File: config.mk
export PLATFORM = sky130hd
export DESIGN_NAME = uart_msg_sender
export DESIGN_NICKNAME = d
export VERILOG_FILES = /design/src/rtl/uart_msg_sender_pkg.sv /design/src/rtl/uart_msg_queue.sv /design/src/rtl/uart_msg_sender.sv
export SDC_FILE = /design/constraint.sdc
export NUM_CORES = 1
export LEC_CHECK = 0
export BUFFER_PORTS_ARGS = -buffer_cell sky130_fd_sc_hd__buf_2
export CAP_MARGIN = 5
export CORE_MARGIN = 3
export CORE_UTILIZATION = 40
export DETAILED_ROUTE_END_ITERATION = 10
export HOLD_SLACK_MARGIN = 0.06
export PLACE_DENSITY_LB_ADDON = 0.05
export REMOVE_ABC_BUFFERS = 1
export SLEW_MARGIN = 30
export SYNTH_ARGS = -nofsm -noshare
export SYNTH_HDL_FRONTEND = slang
export SYNTH_SLANG_ARGS = --single-unit
export TNS_END_PERCENT = 50
File: constraint.sdc
create_clock -name clk -period 4.1 [get_ports clk]
set_clock_uncertainty 0.15 [all_clocks]
set_input_delay 0.205 -clock clk [delete_from_list [all_inputs] [get_ports clk]]
set_output_delay 0.205 -clock clk [all_outputs]
set_load 0.02 [all_outputs]
File: src/rtl/uart_msg_sender_pkg.sv
// Shared definitions for the multiplayer UART message sender and decoder:
// protocol byte values and the sender FSM state encoding.
package uart_msg_sender_pkg;

  localparam logic [7:0] MSG_LOST  = 8'h4C;
  localparam logic [7:0] MSG_HIT   = 8'h48;
  localparam logic [7:0] MSG_READY = 8'h52;

  typedef enum logic [1:0] {
    IDLE      = 2'd0,
    LOAD      = 2'd1,
    WAIT_DONE = 2'd2,
    GAP       = 2'd3
  } snd_state_e;

endpackage

File: src/rtl/uart_msg_queue.sv
// Pending-event store for the message sender: lost/ready flags, a saturating
// hit counter, fixed-priority selection (lost > hit > ready) and dequeue.
module uart_msg_queue
  import uart_msg_sender_pkg::*;
#(
  parameter int HIT_CNT_W = 3
) (
  input  logic       clk,
  input  logic       rst_n,
  input  logic       en_i,
  input  logic       lost_i,
  input  logic       hit_i,
  input  logic       ready_i,
  input  logic       deq_i,
  output logic       pend_o,
  output logic       pend_d_o,
  output logic [7:0] sel_o
);

  logic                 lost_q, lost_d;
  logic                 ready_q, ready_d;
  logic [HIT_CNT_W-1:0] hit_q, hit_d;
  logic [HIT_CNT_W:0]   hit_sum;
  logic [HIT_CNT_W-1:0] hit_sat;
  logic                 hit_any;
  logic                 deq_lost, deq_hit, deq_ready;

  always_comb begin
    hit_any   = |hit_q;
    pend_o    = lost_q | hit_any | ready_q;
    sel_o     = lost_q ? MSG_LOST : (hit_any ? MSG_HIT : MSG_READY);
    deq_lost  = deq_i & lost_q;
    deq_hit   = deq_i & ~lost_q & hit_any;
    deq_ready = deq_i & ~lost_q & ~hit_any & ready_q;

    // Carry bit of the widened sum flags a hit arriving at saturation.
    hit_sum = {1'b0, hit_q} + {{HIT_CNT_W{1'b0}}, hit_i} - {{HIT_CNT_W{1'b0}}, deq_hit};
    hit_sat = hit_sum[HIT_CNT_W] ? '1 : hit_sum[HIT_CNT_W-1:0];

    lost_d  = (lost_q & ~deq_lost) | lost_i;
    ready_d = (ready_q & ~deq_ready & ~deq_lost) | ready_i;
    hit_d   = deq_lost ? HIT_CNT_W'(hit_i) : hit_sat;

    if (!en_i) begin
      lost_d  = 1'b0;
      ready_d = 1'b0;
      hit_d   = '0;
    end
    pend_d_o = lost_d | (|hit_d) | ready_d;
  end

  always_ff @(posedge clk or negedge rst_n) begin
    if (!rst_n) begin
      lost_q  <= 1'b0;
      ready_q <= 1'b0;
      hit_q   <= '0;
    end else begin
      lost_q  <= lost_d;
      ready_q <= ready_d;
      hit_q   <= hit_d;
    end
  end

endmodule

File: src/rtl/uart_msg_sender.sv
// Turns local game events into one-byte UART messages with an inter-frame gap.
// Optional WAIT_DONE watchdog enabled by defining UART_MSG_SENDER_TIMEOUT_EN.
module uart_msg_sender
  import uart_msg_sender_pkg::*;
#(
  parameter int GAP_CYCLES     = 16,
  parameter int HIT_CNT_W      = 3,
  parameter int TIMEOUT_CYCLES = 200000
) (
  input  logic       clk,
  input  logic       rst,
  input  logic       multiplayer,
  input  logic       player_lost,
  input  logic       player_hit,
  input  logic       player_ready,
  input  logic       tx_done_tick,
  output logic       tx_start,
  output logic [7:0] tx_data,
  output logic       busy,
  output logic       tx_error
);

  localparam int GW = (GAP_CYCLES > 1) ? $clog2(GAP_CYCLES) : 1;

  snd_state_e    state_q, state_d;
  logic [GW-1:0] gap_q, gap_d;
  logic [7:0]    data_q, data_d;
  logic          start_q, busy_q;
  logic          deq, pend, pend_d;
  logic [7:0]    sel;

  uart_msg_queue #(.HIT_CNT_W(HIT_CNT_W)) u_queue (
    .clk      (clk),
    .rst_n    (rst),
    .en_i     (multiplayer),
    .lost_i   (player_lost),
    .hit_i    (player_hit),
    .ready_i  (player_ready),
    .deq_i    (deq),
    .pend_o   (pend),
    .pend_d_o (pend_d),
    .sel_o    (sel)
  );

`ifdef UART_MSG_SENDER_TIMEOUT_EN
  logic [31:0] wd_q, wd_d;
  logic        timeout, err_q;
`else
  logic unused_timeout;
  assign unused_timeout = (TIMEOUT_CYCLES != 0);
`endif

  always_comb begin
    state_d = state_q;
    gap_d   = gap_q;
    data_d  = data_q;
    deq     = 1'b0;
`ifdef UART_MSG_SENDER_TIMEOUT_EN
    wd_d    = wd_q;
    timeout = 1'b0;
`endif
    case (state_q)
      IDLE: begin
        if (multiplayer && pend) begin
          deq     = 1'b1;
          data_d  = sel;
          state_d = LOAD;
        end
      end
      LOAD: begin
        state_d = WAIT_DONE;
`ifdef UART_MSG_SENDER_TIMEOUT_EN
        wd_d    = '0;
`endif
      end
      WAIT_DONE: begin
        // A done tick in the same cycle as the timeout takes precedence.
        if (tx_done_tick) begin
          if (GAP_CYCLES == 0) begin
            state_d = IDLE;
          end else begin
            gap_d   = GW'(GAP_CYCLES - 1);
            state_d = GAP;
          end
        end
`ifdef UART_MSG_SENDER_TIMEOUT_EN
        else if (wd_q == 32'(TIMEOUT_CYCLES - 1)) begin
          timeout = 1'b1;
          state_d = IDLE;
        end else begin
          wd_d = wd_q + 32'd1;
        end
`endif
      end
      GAP: begin
        if (gap_q == '0) state_d = IDLE;
        else             gap_d   = gap_q - GW'(1);
      end
      default: state_d = IDLE;
    endcase
  end

  always_ff @(posedge clk or negedge rst) begin
    if (!rst) begin
      state_q <= IDLE;
      gap_q   <= '0;
      data_q  <= 8'h00;
      start_q <= 1'b0;
      busy_q  <= 1'b0;
    end else begin
      state_q <= state_d;
      gap_q   <= gap_d;
      data_q  <= data_d;
      start_q <= (state_d == LOAD);
      busy_q  <= (state_d != IDLE) | pend_d;
    end
  end

`ifdef UART_MSG_SENDER_TIMEOUT_EN
  always_ff @(posedge clk or negedge rst) begin
    if (!rst) begin
      wd_q  <= '0;
      err_q <= 1'b0;
    end else begin
      wd_q  <= wd_d;
      err_q <= timeout;
    end
  end
  assign tx_error = err_q;
`else
  assign tx_error = 1'b0;
`endif

  assign tx_start = start_q;
  assign tx_data  = data_q;
  assign busy     = busy_q;

endmodule

After elaboration in Yosys (flattened, before gate mapping):

Cells that the tools add are included.

* bits of input ports: 7
* output and inout bits: 11
* register bits: 21
* logic and storage cells: 61

* bitwise logic cells: 19
* add/subtract/negate cells: 3
* reduce and logical (&&, ||, !) cells: 9
* multiplexer cells: 16
* equality and inequality tests: 6

Operators with widths (number)
* $mux W3: 3
* $and A1 B1 Y1: 8
* $mux W4: 2
* $mux W8: 1
* $pmux W2 S4: 1
* $pmux W4 S2: 1
* $or A1 B1 Y1: 7
* $mux W2: 3
* $reduce_or A3 Y1: 2
* $mux W5: 1
* $add A3 B1 Y4: 1
* $eq A2 B1 Y1 const B: 2
* $eq A2 B2 Y1 const B: 2
* $logic_not A4 Y1: 1
* $mux W1: 4
* $ne A2 B2 Y1 const B: 2
* $not A1 Y1: 4
* $reduce_bool A2 Y1: 2
* $sub A4 B1 Y4: 1
* $sub A4 B1 Y4 const B: 1
* $reduce_and A3 Y1: 1
* $logic_not A2 Y1: 1
* $reduce_and A2 Y1: 1
* $logic_and A1 B1 Y1: 1

Depth between registers and ports, before layout:

Gate-level depths: netlist of run 1.

* word-level depth: 16
* mapped depth: 12
* depth with buffers taken out: 11

Modules after synthesis:

Synthesis of run 1 repeated with hierarchy kept, for this count alone.

* cell total of the unflattened synthesis: 113
* area, all modules: 1209.9 µm²

By module, submodules not included
* uart_msg_sender: area each 753.2 µm², cells an instance 59, seq. area each 400.4 µm², times used 1
* uart_msg_queue: area each 456.7 µm², cells an instance 54, seq. area each 125.1 µm², times used 1

Worst setup path after synthesis of run 1:

OpenSTA, ideal clock, no wires.

* path kind: register to register
* start point: register state_q[1]
* end point: register busy_q (netlist: busy)
* data required time: 3811 ps
* slack: 1212 ps
* cell stages (with the launch flop): 13
* period minus slack after synthesis: 2888 ps
* setup time: 139 ps
* arrival time: 2599 ps
* path buffers: 1
* path through: dfrtp_1 -> buf_2 -> nor2_1 -> o311ai_0 -> nor2_1 -> ha_1 -> inv_1 -> ha_1 -> fa_1 -> inv_1 -> and2_1 -> a31oi_1 -> or4_1

* cells in the longest elaborated chain, start to end: 12
* elaborated cells between the ends (all ways): 32
* those cells by class: add/sub (1); eq/ne (3); mux (10); bitwise (15); reduce/logical (3)

Ends and longest elaborated chain
* start, declared: line uart_msg_sender.sv:25 `snd_state_e state_q, state_d;`
* start signal, assigned: line uart_msg_sender.sv:111 `state_q <= state_d;`
* $logic_not A2 Y1: line uart_msg_sender.sv:62 `case (state_q)`
* $mux W1: line uart_msg_sender.sv:62
* $and A1 B1 Y1: line uart_msg_queue.sv:33, uart_msg_queue.sv:34
* $and A1 B1 Y1 (on tied branches): line uart_msg_queue.sv:33, uart_msg_queue.sv:34
* $sub A4 B1 Y4 / $and A1 B1 Y1 (equally long branches): line uart_msg_queue.sv:37, uart_msg_queue.sv:34
* $mux W3 / $not A1 Y1 (equally long branches): line uart_msg_queue.sv:38, uart_msg_queue.sv:41
* $mux W3 / $and A1 B1 Y1 (equally long branches): line uart_msg_queue.sv:42, uart_msg_queue.sv:41
* $mux W3 / $and A1 B1 Y1 (equally long branches): line uart_msg_queue.sv:44, uart_msg_queue.sv:41
* $reduce_or A3 Y1 / $or A1 B1 Y1 (equally long branches): line uart_msg_queue.sv:49, uart_msg_queue.sv:41
* $or A1 B1 Y1 / $mux W1 (equally long branches): line uart_msg_queue.sv:49, uart_msg_queue.sv:44
* $or A1 B1 Y1: line uart_msg_queue.sv:49 `pend_d_o = lost_d | (|hit_d) | ready_d;`
* $or A1 B1 Y1 (*): line uart_msg_sender.sv:115 `busy_q <= (state_d != IDLE) | pend_d;`
* end signal, assigned: line uart_msg_sender.sv:115
* end, declared: line uart_msg_sender.sv:28 `logic start_q, busy_q;`

Mark *: on every way between the ends. The rest lies on a longest branch, timed or not.
A chain may end at the register's enable or synchronous reset.

Final worst setup path of run 1:

* start point: register state_q[0]
* end point: register busy_q (netlist: busy)

* cells in the longest elaborated chain, start to end: 12
* elaborated cells between the ends (all ways): 32
* those cells by class: add/sub (1); eq/ne (3); mux (10); bitwise (15); reduce/logical (3)

Ends and longest elaborated chain
* $logic_not A2 Y1 (*): line uart_msg_sender.sv:62
* $mux W1 (*): line uart_msg_sender.sv:62
* $and A1 B1 Y1 (2 in series): line uart_msg_queue.sv:33 `deq_hit = deq_i & ~lost_q & hit_any;`
* $sub A4 B1 Y4: line uart_msg_queue.sv:37 `hit_sum = {1'b0, hit_q} + {{HIT_CNT_W{1'b0}}, hit_i} - {{HIT_CNT_W{1'b0}}, deq_hit};`
* $mux W3: line uart_msg_queue.sv:38 `hit_sat = hit_sum[HIT_CNT_W] ? '1 : hit_sum[HIT_CNT_W-1:0];`
* $mux W3 (*): line uart_msg_queue.sv:42 `hit_d = deq_lost ? HIT_CNT_W'(hit_i) : hit_sat;`
* $mux W3 (*): line uart_msg_queue.sv:44 `if (!en_i) begin`
* net u_queue.hit_d[0]: line uart_msg_queue.sv:22 `logic [HIT_CNT_W-1:0] hit_q, hit_d;`
* $reduce_or A3 Y1 (*): line uart_msg_queue.sv:49
* $or A1 B1 Y1 (*) (2 in series): line uart_msg_queue.sv:49
* $or A1 B1 Y1 (*): line uart_msg_sender.sv:115

Mark *: on every way through the listed nets, which the timed path passes. The rest lies on a longest branch.

==> results of run 1 <==
per-stage QoR:
| step | hold slack (ns) | util [%] |
|---|---|---|
| 6_report | 0.111 | 48.0 |
| 5_1_grt | 0.106 | 48.0 |
| 4_1_cts | 0.0949 | 48.0 |
| 3_5_place_dp | -0.00725 | 45.4 |
| 3_3_place_gp | -0.00961 | 45.4 |
| 2_1_floorplan | -0.241 | - |
kinds of logic after synthesis:
| logic type | count (synthesis) |
|---|---|
| compound gates | 27 |
| simple gates | 26 |
| buf+inv | 20 |
| flops | 17 |
| fa+ha+maj | 6 |
| xor+xnor | 1 |
| other cells | 1 |
cell type report:
type,instances,area (µm²)
clock buffers,3,22.5
clock inverters,1,5.00
fillers,227,1160
inverters,12,45.0
multi-input cells,64,444
flip-flops and latches,17,425
well taps,28,35.0
repair buffers,16,95.1
state kept, by name, indices dropped and copies added, names as in the netlist:
signal           count
gap_q                4
tx_data              4
u_queue.hit_q        3
state_q              2
busy                 1
tx_start             1
u_queue.lost_q       1
u_queue.ready_q      1
metal layers:
metal  vias to the layer above  share of wire [%]
met3                         0                5.0
met1                       344                 52
li1                        369                  -
met4                         0                  0
met2                        18                 43
met5                         -                  0
worst max path at each step:
stage / cells past startpoint / start / to / slack, ns
4_1_cts: 10 / state_q[1]$_DFF_PN0_ / busy$_DFF_PN0_ / 0.82
3_3_place_gp: 10 / state_q[0]$_DFF_PN0_ / busy$_DFF_PN0_ / 0.92
2_1_floorplan: 11 / state_q[1]$_DFF_PN0_ / busy$_DFF_PN0_ / 1.25
5_1_grt: 10 / state_q[1]$_DFF_PN0_ / busy$_DFF_PN0_ / 0.57
3_5_place_dp: 11 / state_q[1]$_DFF_PN0_ / busy$_DFF_PN0_ / 0.86
6_report: 10 / state_q[0]$_DFF_PN0_ / busy$_DFF_PN0_ / 0.84
cell usage after synthesis (2+ instances only):
| library cell | instances |
|---|---|
| nand3_1 | 3 |
| a31oi_1 | 2 |
| and2_1 | 2 |
| nor2_1 | 3 |
| buf_4 | 6 |
| ha_1 | 5 |
| a21oi_1 | 5 |
| o21ai_0 | 7 |
| o21a_1 | 2 |
| nor3_1 | 2 |
| buf_2 | 2 |
| a22oi_1 | 3 |
| dfrtp_1 | 17 |
| inv_1 | 12 |
| nand2_1 | 5 |
placed cells by master, fill, tap and decap left out, drive strengths merged:
master        n
nand3b        1
a31o          1
nand3         3
a22oi         3
nor4          1
fa            1
a211o         1
o21ai         7
nand4         1
clkinv        1
and2          2
ha            5
conb          4
and3          1
or4           2
or3b          2
or2b          1
o21a          2
inv          12
or3           1
a21oi         5
a21o          1
nand2         5
nor2          3
a31oi         2
xnor2         1
o211ai        1
a22o          1
dlygate4sd3   3
a32o          1
nor4bb        1
buf          13
o311ai        1
dfrtp        17
o32ai         1
nor3          2
clkbuf        3
critical path, cell delays in order, from the launching register on:
cell and delay (ns):
dfrtp_1 0.50, nor2_1 0.45, o311ai_0 0.25, nor2_1 0.14
ha_1 0.16, inv_1 0.07, ha_1 0.27, and3_1 0.17
o21ai_0 0.29, a31oi_1 0.16, or4_1 0.54
what timing repair did:
action,4_1_cts,5_1_grt
gates resized for setup,0,0
hold buffers,3,0
endpoints found under the setup margin,0,0
hold endpoints to repair,19,0
where the power goes:
| part | internal (µW) | switching, µW |
|---|---|---|
| combinational | 144 | 157 |
| clock | 36.3 | 50.2 |
| sequential | 222 | 60.2 |
| total | 403 | 267 |
==> impl_metrics.csv, run 1 <==
group,metric,value,unit
outcome,status,"finished, final reports clean",
synth,synth_seq_area_share,44.4,%
sta,final-hold-violation-count,0,
synth,synth_compound_area_share,19.2,%
final_layout,design_area,0.00107,mm²
synth,synthCells,98,
setup_path,critPathKind,"flop to flop",
setup_path,reg2reg_slack,0.84,ns
synth,async_flop_share,100,%
routing,avgViaCountPerCell,5.18,
sta,max_slew_margin,66.4,%
setup_path,r2r_end,"busy$_DFF_PN0_",
sta,fmax,307,MHz
grt,gr-usage-met2,23.6,%
power_and_ir_drop,power.total,670,µW
grt,grt_pass1_wl,3.04,mm
floorplanning,core_region_area,0.00223,mm²
sta,layout_min_cycle_time,3.26,ns
grt,grt_overflow,0,
synth,synthAdderAreaFrac,8.62,%
grt,track_usage,14.3,%
clock_network,numCtsBuffers,3,
synth,synthFlopType,"dfrtp_1",
grt,grt_pass1_vias,728,
synth,synth_largest_area_cell,"dfrtp_1",
worst_hold_path,hold_end,"u_queue.hit_q[0]$_DFF_PN0_",
placement,dpl_cell_area,0.00101,mm²
grt,met1_usage,18.0,%
sta,fin_ws,0.840,ns
final_layout,nets,127,
clock_network,cts-root-buf,"clkbuf_4",
routing,drtPass1Iterations,4,
synth,yosys.area_share.simple,16.1,%
worst_hold_path,min-delay-start,"multiplayer",
grt,antenna_found_initial,0,
synth,netlist_area,958,µm²
final_layout,antennaDiodeCount,0,
final_layout,stdcell_count,141,
setup_path,start_kind,"flop",
synth,ys_ff_latch,17,
setup_path,worst_ep_arrival_time,3.27,ns
worst_hold_path,min_path_cells,3,
floorplanning,pin_count,18,
grt,gr-max-usage-layer,"met2",
worst_hold_path,hp-class,"input pin to flop",
clock_network,numClockSinks,17,
synth,synth_top_cell_area_share,44.4,%
routing,antenna_left,0,
placement,dp.cells,134,
placement,place_ws,0.855,ns
synth,yosys-top-cells-area,"dfrtp_1, ha_1, buf_4, inv_1, o21ai_0",
grt,use_met3,5.63,%
final_layout,syn2layout_area_growth,11.9,%
synth,synth_xor_area_share,0.914,%
sta,rsz0062_at_grt,"false",
synth,ys.warnings.count,0,
clock_network,cts_tree,"done",
routing,first_iter_violations,12,
clock_network,clockBufferDepth,2,
setup_path,rr_worst_depth,10,
synth,synth-edff-count,0,
synth,synth.avg_cell_area,9.78,µm²
synth,synth_mux_area_share,0,%
grt,grt_max_degree,18,
setup_path,cp-end-kind,"flop",
clock_network,clk_latency,0.29,ns
final_layout,drive_above_1_share,18.6,%
power_and_ir_drop,p_leak,0.000530,µW
placement,hpwl,1.39,mm
setup_path,rr_startpoint,"state_q[0]$_DFF_PN0_",
sta,maxSlewViolCount,0,
placement,io_buffers,13,
sta,worst_pin_slew,0.503,ns
floorplanning,fp.dieArea,0.00302,mm²
sta,post-route-period-util,79.5,%
sta,finalSetupTns,0,ns
power_and_ir_drop,power_density,625,mW/mm²
routing,num_vias,731,
clock_network,htree_levels,1,
floorplanning,die_width,55.0,µm
power_and_ir_drop,irDropWorstVdd,0.345,mV
placement,gp_congestion,0.735,
setup_path,worstPathMaxFanout,11,
floorplanning,initial_core_util,42.9,%
routing,wl,1.81,mm
setup_path,worst_ep_required_time,4.11,ns
synth,synth_top_family_by_area,"compound AO/OA/AOI/OAI gates",
clock_network,post-cts-setup-buffers,0,
floorplanning,num_rows,17,
flow_run,maxCapViolCount,0,
routing,drc,0,
synth,ys_types,37,
routing,wire_per_inst,12.9,µm
sta,setup-violations-final,0,
floorplanning,die-height,55.0,µm
clock_network,clk_transition_reported_paths,0.10,ns
Power figures use the tool's default switching activity.
==> run 2: changes to the inputs <==
--- a/config.mk
+++ b/config.mk
@@ -5,6 +5,7 @@
 export SDC_FILE = /design/constraint.sdc
 export NUM_CORES = 1
 export LEC_CHECK = 0
+export ABC_AREA = 1
 export BUFFER_PORTS_ARGS = -buffer_cell sky130_fd_sc_hd__buf_2
 export CAP_MARGIN = 5
 export CORE_MARGIN = 3
==> constraint.sdc (replaced) <==
create_clock -name clk -period 3.3 [get_ports clk]
set_clock_uncertainty 0.15 [all_clocks]
set_input_delay 0.165 -clock clk [delete_from_list [all_inputs] [get_ports clk]]
set_output_delay 0.165 -clock clk [all_outputs]
set_load 0.02 [all_outputs]
==> impl_metrics.csv, run 2 <==
group,metric,value,unit
clock_network,clockBufferDepth,2,
synth,ys_types,26,
synth,async_flop_share,100,%
floorplanning,initial_core_util,44.5,%
synth,synth_largest_area_cell,"dfrtp_1",
power_and_ir_drop,seq_power_share,35.6,%
clock_network,numCtsBuffers,3,
outcome,status,"finished, final reports clean",
grt,grt_overflow,0,
placement,hpwl,1.53,mm
routing,drc,0,
power_and_ir_drop,pwr-share-clk,12.4,%
final_layout,regArea,425,µm²
placement,io_buffers,13,
setup_path,cp_cell_sequence,"dlygate4sd3_1, buf_2, inv_2, nor2_8, nand2_4, a211oi_1, ha_1, inv_1, ha_1, fa_1, inv_1, nand3_1, nand3_1, nand2_1, nor2_1, nand2_1",
sta,maxSlewViolCount,0,
synth,synth.avg_cell_area,8.46,µm²
sta,setup-violations-final,0,
setup_path,worst_ep_arrival_time,2.76,ns
clock_network,post-cts-setup-buffers,0,
floorplanning,core_region_area,0.00234,mm²
synth,synth_top_cell_area_share,40.9,%
power_and_ir_drop,p_comb_share,52.1,%
sta,rsz0062_at_grt,"false",
setup_path,max_stage_delay,0.52,ns
floorplanning,die_width,57.0,µm
worst_hold_path,hp-class,"input pin to async pin",
routing,top_layer_used,"met4",
final_layout,layout_commonest_cell,"nand2_1",
placement,dpl_cell_area,0.00111,mm²
final_layout,multiInputGateArea,492,µm²
floorplanning,num_rows,17,
setup_path,reg2reg_slack,0.68,ns
routing,wl,1.96,mm
clock_network,clk_transition_reported_paths,0.11,ns
floorplanning,die-height,57.0,µm
setup_path,rr_startpoint,"state_q[0]$_DFF_PN0_",
routing,wl_met2,988,µm
synth,ys_ff_latch,17,
clock_network,htree_levels,1,
synth,yosysMostFrequentCell,"nand2_1",
setup_path,cp_slowest_cell,"dlygate4sd3_1",
final_layout,syn2layout_area_growth,15.5,%
clock_network,clk_latency,0.29,ns
placement,gp_congestion,0.862,
routing,wire_per_inst,11.4,µm
final_layout,drive_above_1_share,24.3,%
power_and_ir_drop,power.switching,428,µW
final_layout,final_cell_mix,"nand2_1, inv_1, dfrtp_1",
setup_path,rr_worst_depth,15,
setup_path,r2r_end,"busy$_DFF_PN0_",
grt,track_usage,13.9,%
synth,synthCells,123,
setup_path,worstPathMaxFanout,8,
floorplanning,pin_count,18,
grt,grt_max_degree,18,
power_and_ir_drop,irDropWorstVdd,0.396,mV
routing,wl_met1,879,µm
sta,fmax,369,MHz
final_layout,design_area,0.00120,mm²
final_layout,fillers,246,
final_layout,antennaDiodeCount,0,
sta,final-hold-violation-count,0,
synth,netlist_area,0.00104,mm²
synth,synth_common_cells,"nand2_1, inv_1, dfrtp_1, nand3_1, nor2_1",
sta,layout_min_cycle_time,2.71,ns
clock_network,numClockSinks,17,
routing,first_iter_violations,14,
power_and_ir_drop,power_density,775,mW/mm²
routing,avgViaCountPerCell,4.58,
routing,antenna_left,0,
floorplanning,fp.dieArea,0.00325,mm²
grt,antenna_found_initial,0,
sta,finalSetupTns,0,ns
sta,post-route-period-util,82.2,%
clock_network,cts-root-buf,"clkbuf_4",
synth,yosys-top-cells-area,"dfrtp_1, nand2_1, inv_1, ha_1, nand3_1",
clock_network,postCtsResizedCells,0,
setup_path,worst_ep_required_time,3.34,ns
synth,synth-edff-count,0,
routing,wl_met3,78,µm
setup_path,cp_top_family,"buffers and inverters",
power_and_ir_drop,power.total,932,µW
setup_path,start_kind,"input pin",
grt,grt_pass1_wl,3.52,mm
clock_network,cts_tree,"done",
synth,synth_seq_area_share,40.9,%
final_layout,nets,158,
setup_path,critPathKind,"input pin to flop",
power_and_ir_drop,p_leak,0.000669,µW
synth,ys.warnings.count,0,
power_and_ir_drop,sw_frac_of_total,45.9,%
setup_path,crit_buf_inv,5,
setup_path,cp-end-kind,"flop",
grt,grt_pass1_vias,809,
synth,synthFlopType,"dfrtp_1",
power_and_ir_drop,internal_power,504,µW
routing,num_vias,787,
flow_run,maxCapViolCount,0,
routing,drtPass1Iterations,4,
==> run 2: cell types whose count changed after synthesis, moves of 3 or more <==
cell / previous run / this run
nand2_1: 5 / 25
inv_1: 12 / 20
inv_2: 0 / 6
nand3_1: 3 / 9
nor2_1: 3 / 8
o21ai_0: 7 / 3
nor2_4: 0 / 3
==> run 2: cell families after synthesis <==
group	count (synthesis)	synth area share (%)
other cells	1	0.360
xor+xnor	2	1.68
fa+ha+maj	6	7.93
buf+inv	31	13.0
flops	17	40.9
compound gates	10	5.29
simple gates	56	30.9
==> run 2: power groups by stage <==
stage                     sequential (µW)  clock (µW)  combinational [µW]
after floorplan                       357           0                 346
after global placement                334           0                 466
after detailed placement              337           0                 486
after CTS                             333         119                 494
after global routing                  342         131                 561
final                                 332         115                 485
==> run 2: worst max path at each step <==
stage / start / to / slack (ns) / cells after the start
floorplan: state_q[0]$_DFF_PN0_ / busy$_DFF_PN0_ / 0.89 / 15
global placement: state_q[0]$_DFF_PN0_ / busy$_DFF_PN0_ / 0.73 / 15
detailed placement: state_q[0]$_DFF_PN0_ / busy$_DFF_PN0_ / 0.69 / 15
CTS: multiplayer / busy$_DFF_PN0_ / 0.57 / 16
global route: multiplayer / busy$_DFF_PN0_ / 0.40 / 16
finish: multiplayer / busy$_DFF_PN0_ / 0.59 / 16
==> run 2: cell type report <==
| cell class | count | share of cell area (%) |
|---|---|---|
| inverters | 26 | 8.12 |
| flip-flops and latches | 17 | 35.4 |
| repair buffers | 19 | 10.4 |
| well taps | 28 | 2.91 |
| clock buffers | 3 | 1.87 |
| multi-input cells | 78 | 40.9 |
| clock inverters | 1 | 0.416 |
==> run 2: metal layers <==
layer  up-vias  global-route usage, %
met3         2                   3.17
met1       362                   16.4
li1        411                      -
met5         -                      0
met2        12                   24.1
met4         0                   5.96
==> run 2: what timing repair did <==
action | 4_1_cts | 5_1_grt
endpoints found under the hold margin | 21 | 0
hold buffers | 6 | 0
endpoints found under the setup margin | 0 | 0
==> run 2: through the flow <==
stage          setup slack, ns  std cells  utilization, %  hold WS [ns]
2_1_floorplan            0.888        121               -        -0.281
5_1_grt                  0.397        172            51.4         0.176
3_3_place_gp             0.726        162            47.6       -0.0387
3_5_place_dp             0.685        162            47.6       -0.0332
4_1_cts                  0.569        172            51.4         0.160
6_report                 0.587        172            51.4         0.156
